### src/rtl/gray_seq_ctrl.sv
// Command-driven step sequencer: a WIDTH-bit binary counter stepped a programmed
// number of times at a prescaled rate, published as both binary and Gray code.
module gray_seq_ctrl #(
    parameter int WIDTH = 8,
    parameter int PRE_W = 8
) (
    input  logic             clk,
    input  logic             reset,
    input  logic             cmd_valid,
    output logic             cmd_ready,
    input  logic [1:0]       cmd_op,
    input  logic [WIDTH-1:0] cmd_len,
    input  logic [WIDTH-1:0] cmd_val,
    input  logic [PRE_W-1:0] prescale,
    input  logic             hold,
    input  logic             abort,
    output logic [WIDTH-1:0] bin_out,
    output logic [WIDTH-1:0] gray_out,
    output logic             busy,
    output logic             done,
    output logic             wrap
);

    typedef enum logic [1:0] {
        S_IDLE = 2'd0,
        S_RUN  = 2'd1,
        S_HOLD = 2'd2,
        S_DONE = 2'd3
    } state_e;

    typedef enum logic [1:0] {
        OP_RUN   = 2'b00,
        OP_LOAD  = 2'b01,
        OP_CLEAR = 2'b10,
        OP_RSVD  = 2'b11
    } op_e;

    state_e             state_q,     state_d;
    logic [WIDTH-1:0]   count_q,     count_d;
    logic [WIDTH-1:0]   remaining_q, remaining_d;
    logic [PRE_W-1:0]   presc_cnt_q, presc_cnt_d;
    logic [PRE_W-1:0]   presc_lat_q, presc_lat_d;
    logic               wrap_q,      wrap_d;

    // NOTE: every variable gets a default before the case so no path leaves one
    // unassigned; otherwise synthesis infers a latch to hold the old value.
    always_comb begin
        state_d     = state_q;
        count_d     = count_q;
        remaining_d = remaining_q;
        presc_cnt_d = presc_cnt_q;
        presc_lat_d = presc_lat_q;
        wrap_d      = 1'b0;

        unique case (state_q)
            S_IDLE: begin
                if (cmd_valid) begin
                    unique case (op_e'(cmd_op))
                        OP_RUN: begin
                            if (cmd_len == '0) begin
                                state_d = S_DONE;
                            end else begin
                                remaining_d = cmd_len;
                                presc_cnt_d = '0;
                                presc_lat_d = prescale;
                                state_d     = S_RUN;
                            end
                        end
                        OP_LOAD:  count_d = cmd_val;
                        OP_CLEAR: count_d = '0;
                        OP_RSVD:  ;
                    endcase
                end
            end
            S_RUN: begin
                if (abort) begin
                    state_d = S_IDLE;
                end else if (hold) begin
                    state_d = S_HOLD;
                end else if (presc_cnt_q == presc_lat_q) begin
                    count_d     = count_q + WIDTH'(1);
                    wrap_d      = &count_q;
                    remaining_d = remaining_q - WIDTH'(1);
                    presc_cnt_d = '0;
                    if (remaining_q == WIDTH'(1)) begin
                        state_d = S_DONE;
                    end
                end else begin
                    presc_cnt_d = presc_cnt_q + PRE_W'(1);
                end
            end
            // Prescaler phase is kept across a hold so the step cadence resumes.
            S_HOLD: begin
                if (abort) begin
                    state_d = S_IDLE;
                end else if (!hold) begin
                    state_d = S_RUN;
                end
            end
            S_DONE: state_d = S_IDLE;
        endcase
    end

    // NOTE: sequential state uses non-blocking assignments so every flop samples
    // the pre-edge values regardless of statement order.
    always_ff @(posedge clk or negedge reset) begin
        if (!reset) begin
            state_q     <= S_IDLE;
            count_q     <= '0;
            remaining_q <= '0;
            presc_cnt_q <= '0;
            presc_lat_q <= '0;
            wrap_q      <= 1'b0;
        end else begin
            state_q     <= state_d;
            count_q     <= count_d;
            remaining_q <= remaining_d;
            presc_cnt_q <= presc_cnt_d;
            presc_lat_q <= presc_lat_d;
            wrap_q      <= wrap_d;
        end
    end

    assign cmd_ready = (state_q == S_IDLE);
    assign busy      = (state_q == S_RUN) || (state_q == S_HOLD);
    assign done      = (state_q == S_DONE);
    assign wrap      = wrap_q;
    assign bin_out   = count_q;
    assign gray_out  = count_q ^ (count_q >> 1);

endmodule

### config.mk
export PLATFORM = sky130hd
export DESIGN_NAME = gray_seq_ctrl
export DESIGN_NICKNAME = d
export VERILOG_FILES = /design/src/rtl/gray_seq_ctrl.sv
export SDC_FILE = /design/constraint.sdc
export NUM_CORES = 1
export LEC_CHECK = 0
export BUFFER_PORTS_ARGS = -buffer_cell sky130_fd_sc_hd__buf_2
export CAP_MARGIN = 30
export CORE_ASPECT_RATIO = 0.5
export CORE_MARGIN = 2
export CORE_UTILIZATION = 55
export CTS_CLUSTER_SIZE = 14
export DETAILED_ROUTE_END_ITERATION = 10
export GPL_TIMING_DRIVEN = 0
export PLACE_DENSITY = 0.81
export SYNTH_ARGS = -nofsm -noshare
export SYNTH_HDL_FRONTEND = slang
export SYNTH_SLANG_ARGS = --single-unit
### constraint.sdc
create_clock -name clk -period 4 [get_ports clk]
set_clock_uncertainty 0.1 [all_clocks]
set_input_delay 0.2 -clock clk [delete_from_list [all_inputs] [get_ports clk]]
set_output_delay 0.2 -clock clk [all_outputs]
set_load 0.03 [all_outputs]
; After elaboration in Yosys (flattened, before gate mapping)
; Index checks and enable logic that the tools add are counted.
[totals]
out_inout_bits = 20
ff_bits = 35
memories = 0
mem_bits_rw = 0
rom_bits = 0
latchBits = 0
in_bits = 31
[classes]
n_eq_ne = 17
n_mux = 34
n_shift = 0
order_cmp = 0
div_mod_pow = 0
n_reduce_logical = 11
n_bitwise = 2
n_mul = 0
addsub = 3
[op_table]
columns = operator, n
row1 = 8-bit two-way mux, 16
row2 = 8-bit one-hot mux with 2 select lines, 4
row3 = 2-bit two-way mux, 9
row4 = 8-bit by 1-bit adder with 8-bit output (second input constant), 2
row5 = 6-bit AND reduction, 2
row6 = 2-bit inequality test (second input constant), 5
row7 = 8-bit by 1-bit == test with 1-bit output (second input constant), 1
row8 = 8-bit == test, 1
row9 = 8-bit zero test, 1
row10 = 4-bit inequality test (second input constant), 2
row11 = 2-bit one-hot mux with 4 select lines, 1
row12 = 8-bit AND reduction, 1
row13 = 8-bit by 1-bit subtractor with 8-bit output (second input constant), 1
row14 = 8-bit by 7-bit bitwise XOR with 8-bit output, 1
row15 = 7-bit AND reduction, 1
row16 = 2-bit == test (second input constant), 3
row17 = 5-bit AND reduction, 1
row18 = 2-bit by 1-bit == test with 1-bit output (second input constant), 2
row19 = 2-bit zero test, 2
row20 = 1-bit two-way mux, 4
row21 = 4-bit AND reduction, 1
row22 = 3-bit by 1-bit inequality test with 1-bit output (second input constant), 1
row23 = 3-bit inequality test (second input constant), 1
row24 = 2-bit by 1-bit inequality test with 1-bit output (second input constant), 1
row25 = 3 further kinds, 3

; Logic depth before layout (Yosys ltp)
[depth]
ltp_word = 6
mapped_depth = 8
mapped_depth_nobuf = 7

; Worst setup path after synthesis
; Ideal clock, no wire load.
[synth_path]
kind = reg-to-reg
from = register state_q[0]
to = register count_q[7], in the netlist bin_out[7]
arrival_time_ns = 2.137
t_required_ns = 3.774
slack_ns = 1.637
stages_incl_launch_ff = 8
cell_sequence = dfrtp_1 > inv_1 > ha_1 > nor2b_1 > a31oi_1 > nor2_1 > and4_1 > a311o_1
[synth_between]
elab_chain_cells = 3
elab_cells_between_ends = 10
cone_classes = eq/ne: 6 / mux: 1 / reduce/logical: 3
[synth_rtl]
columns = item, line
row1 = "start, declared", 38  ; state_e state_q, state_d;
row2 = "start signal, assigned", 115  ; state_q <= state_d;
row3 = 2-bit zero test (*), -
row4 = net cmd_ready, 10  ; output logic cmd_ready,
row5 = "3-bit by 1-bit inequality test with 1-bit output (no line), or another cell as far along", -
row6 = 6-bit AND reduction (no line), -
row7 = "end signal, assigned", 116  ; count_q <= count_d;
row8 = "end, declared", 39  ; logic [WIDTH-1:0] count_q, count_d;
; The timed path passes the listed nets; every way through them passes the cells marked *.
; A chain may end at the register's enable or synchronous reset.

; Final worst setup path
[layout_path]
from = register state_q[1]
to = register count_q[1], in the netlist bin_out[1]
[layout_between]
elab_chain_cells = 3
elab_cells_between_ends = 10
cone_classes = eq/ne: 6 / mux: 1 / reduce/logical: 3
[layout_rtl]
columns = item, line
row1 = 2-bit by 1-bit == test with 1-bit output or 2-bit zero test (tied branches), 55  ; unique case (state_q)
row2 = "2-bit inequality test (no line), or another cell as far along", -
row3 = 6-bit AND reduction (no line), -
; Parallel ways exist; a longest one is shown, timed or not.

==> qor.txt <==
status: finished, final reports clean
share of the synthesized area in the top cell type: 37.0%
post-DP HPWL: 4430 um
post-route antenna net violation count: 0
Post-Route WL: 6090 um
Final Power: 2.30 mW
Slew @ Worst Pin: 0.850 ns
Hold Vio Cnt, Final: 0
xor/xnor cell area share of the yosys netlist: 4.07%
Top Ports: 51
Yosys warnings: 0
antenna diode count: 0
share of layout cells above drive strength 1: 26.5%
leading post-synthesis cells by cell area: dfrtp_1 37%, ha_1 7.4%, mux2_2 4.8%
#FFs+latches synth: 35
Unique masters post-synth: 57
crit path from: state_q[1]
WP data arrival: 2.74 ns
P_sw: 1.18 mW
clk buf depth: 2
num rows: 16
commonest non-fill, non-tap cell in the layout: buf_2
Worst Setup End Kind: register
setup violators final: 0
CTS tree: done
clock network fraction of total power: 11.3%
Hold Startpoint: prescale[2]
Synth Area in Adders: 7.41%
Reg2Reg Depth: 8
most frequent cells in the layout: 53 x buf_2, 35 x dfrtp_1, 19 x nor2_1, 17 x nand2_1, 14 x ha_1
startpoint types: register
Top FF cell, synth: dfrtp_1
Die Y-Extent: 50.4 um
NumNets Final: 354
Syn Inst Count: 251
Critical Path RT: 4.11 ns
# DRC: 0
Synth Area per Inst: 9.42 um^2
Power Internal: 1.12 mW
first-pass GRT wire length: 10,000 um
initial antenna violation count: 0
RSZ-0062 raised after global routing: false
DR iter-0 viols: 129
clock sink total: 35
Slew Limit Fails: 0
# port buffers: 50
max frequency: 380 MHz
post-synthesis compound-gate area fraction: 20.6%
Final min period: 2.63 ns
mux cell area share after synthesis: 5.66%
Horiz. Die Dim: 96.7 um
worst-path fanout max: 10
Core Region: 4000 um^2
largest family of logic cells by synthesized area: simple AND/OR/NAND/NOR gates
Num CTS Buffers: 5
Hold Path Depth: 2
total of max-cap violations: 0
leakage: 1.19 nW
Post-Route Setup TNS: 0 ns
Post-synth ARST share: 100%
CTS Root Cell: clkbuf_8
area of the mapped netlist: 2360 um^2
Worst-path clk slew: 0.08 ns
Slew HR: 42.7%
Sw Share: 51.3%
combinational share of power: 60.6%
Pre-antenna DRT Iters: 5
Post-synth EDFFs: 0
pwr/cell area: 830 nW/um^2
largest net degree at the start of global routing: 36
GP Congestion: 0.939
CP Class: register to register
vias in the first global route: 2,151
sequential area share after synthesis: 37.0%
All-Layer GR Usage: 25.9%
Reg power frac: 28.1%
Synth Net Count: 296
P&R area growth vs syn: 17.5%
top cell type by total area after synthesis: dfrtp_1
DR vias: 2,262
post-CTS sizing: 0
wire per inst: 16.7 um
# H-tree levels: 2
hold crit path type: primary input to register
simple-gate area share of the yosys netlist: 21.0%
reg-to-reg startpoint: state_q[1]
VDD IR max: 0.000274 V
worst-skew pair later-pin latency: 0.29 ns
die area: 4870 um^2
period utilization: 65.7%
GRT Residual Overflow: 0
vias per inst: 6.21
initial core utilization: 59.1%
## repair_timing
action                                  CTS  global route
setup buffers                             0             0
hold buffers                              1             0
endpoints found under the setup margin    0             0
endpoints found under the hold margin    35             0
## stage by stage
step / instance area (um^2) / util [%] / setup slack, ns / hold slack, ns / instances
floorplan: 2360 / - / 1.64 / -0.196 / 251
global placement: 2680 / 67.0 / 1.50 / 0.235 / 355
detailed placement: 2680 / 67.0 / 1.44 / 0.231 / 355
CTS: 2780 / 69.4 / 1.42 / 0.0380 / 364
global route: 2780 / 69.4 / 1.19 / 0.0324 / 364
finish: 2780 / 69.4 / 1.37 / 0.0357 / 364
## routing by layer
layer / global-route usage, % / wire [um]
met4: 8.22 / 127
met2: 43.9 / 2940
met1: 33.6 / 2690
met5: 0 / 0
met3: 5.99 / 343
## kinds of logic (layout without fill, tap and decap cells)
group | after synthesis | count (layout)
AOI/OAI and AO/OA | 69 | 69
xor gates and xnor gates | 11 | 11
adders and majority gates | 14 | 14
buffers and inverters | 21 | 80
DFF | 35 | 35
muxes | 12 | 12
and+or+nand+nor | 89 | 89
## sequential cells by signal (all words and copies together) (netlist names)
register     flops
bin_out          8
presc_cnt_q      8
presc_lat_q      8
remaining_q      8
state_q          2
wrap             1
## final cells by class
| type | count | area, um^2 |
|---|---|---|
| multi-input cells | 195 | 1390 |
| fillers | 338 | 1230 |
| flip-flops and latches | 35 | 876 |
| repair buffers | 51 | 260 |
| clock buffers | 6 | 72.6 |
| well taps | 54 | 67.6 |
| plain buffers | 10 | 60.1 |
| inverters | 11 | 41.3 |
| clock inverters | 2 | 12.5 |
## worst max-delay path: stages, from the launching register on
cell     delay [ns]
dfrtp_1        0.41
inv_1          0.10
ha_1           0.25
nor2b_1        0.51
a31oi_1        0.29
nor2_1         0.33
buf_2          0.27
a21oi_1        0.10
a31oi_1        0.18
## Yosys cell counts (2+ instances only)
cell,instances
a311o_1,2
nand4_1,6
nand3_1,11
nand2b_1,2
a22o_1,3
o21ai_0,13
xnor2_1,8
a21oi_1,10
o311ai_0,2
and3_1,3
o22a_1,2
and4_1,2
dfrtp_1,35
or4_1,6
a31oi_1,4
nor3_1,7
nor2b_1,2
a21o_1,3
buf_2,3
nor2_1,19
nand2_1,17
or3_1,2
o22ai_1,3
o31ai_1,4
and2_1,2
mux2_2,10
ha_1,14
xor2_1,3
o21ai_1,2
o211ai_1,7
clkbuf_1,4
inv_1,10
buf_6,2
a211o_1,5
## power by group through the flow
| stage | clock (mW) | combinational (mW) | sequential, mW |
|---|---|---|---|
| 5_1_grt | 0.276 | 1.53 | 0.668 |
| 3_3_place_gp | 0 | 1.34 | 0.638 |
| 3_5_place_dp | 0 | 1.38 | 0.653 |
| 2_1_floorplan | 0 | 1.01 | 0.684 |
| 6_report | 0.260 | 1.40 | 0.648 |
| 4_1_cts | 0.260 | 1.39 | 0.645 |
## worst paths after layout
path / end / slack (ns)
min: presc_lat_q[2] / 0.04
max reg2reg: bin_out[1] / 1.37
max: bin_out[1] / 1.37
min reg2reg: presc_lat_q[0] / 0.43
min in group asynchronous: presc_lat_q[0] / 0.42
max in group asynchronous: wrap / 2.84
Note: power is estimated with default switching activity, not from simulation.
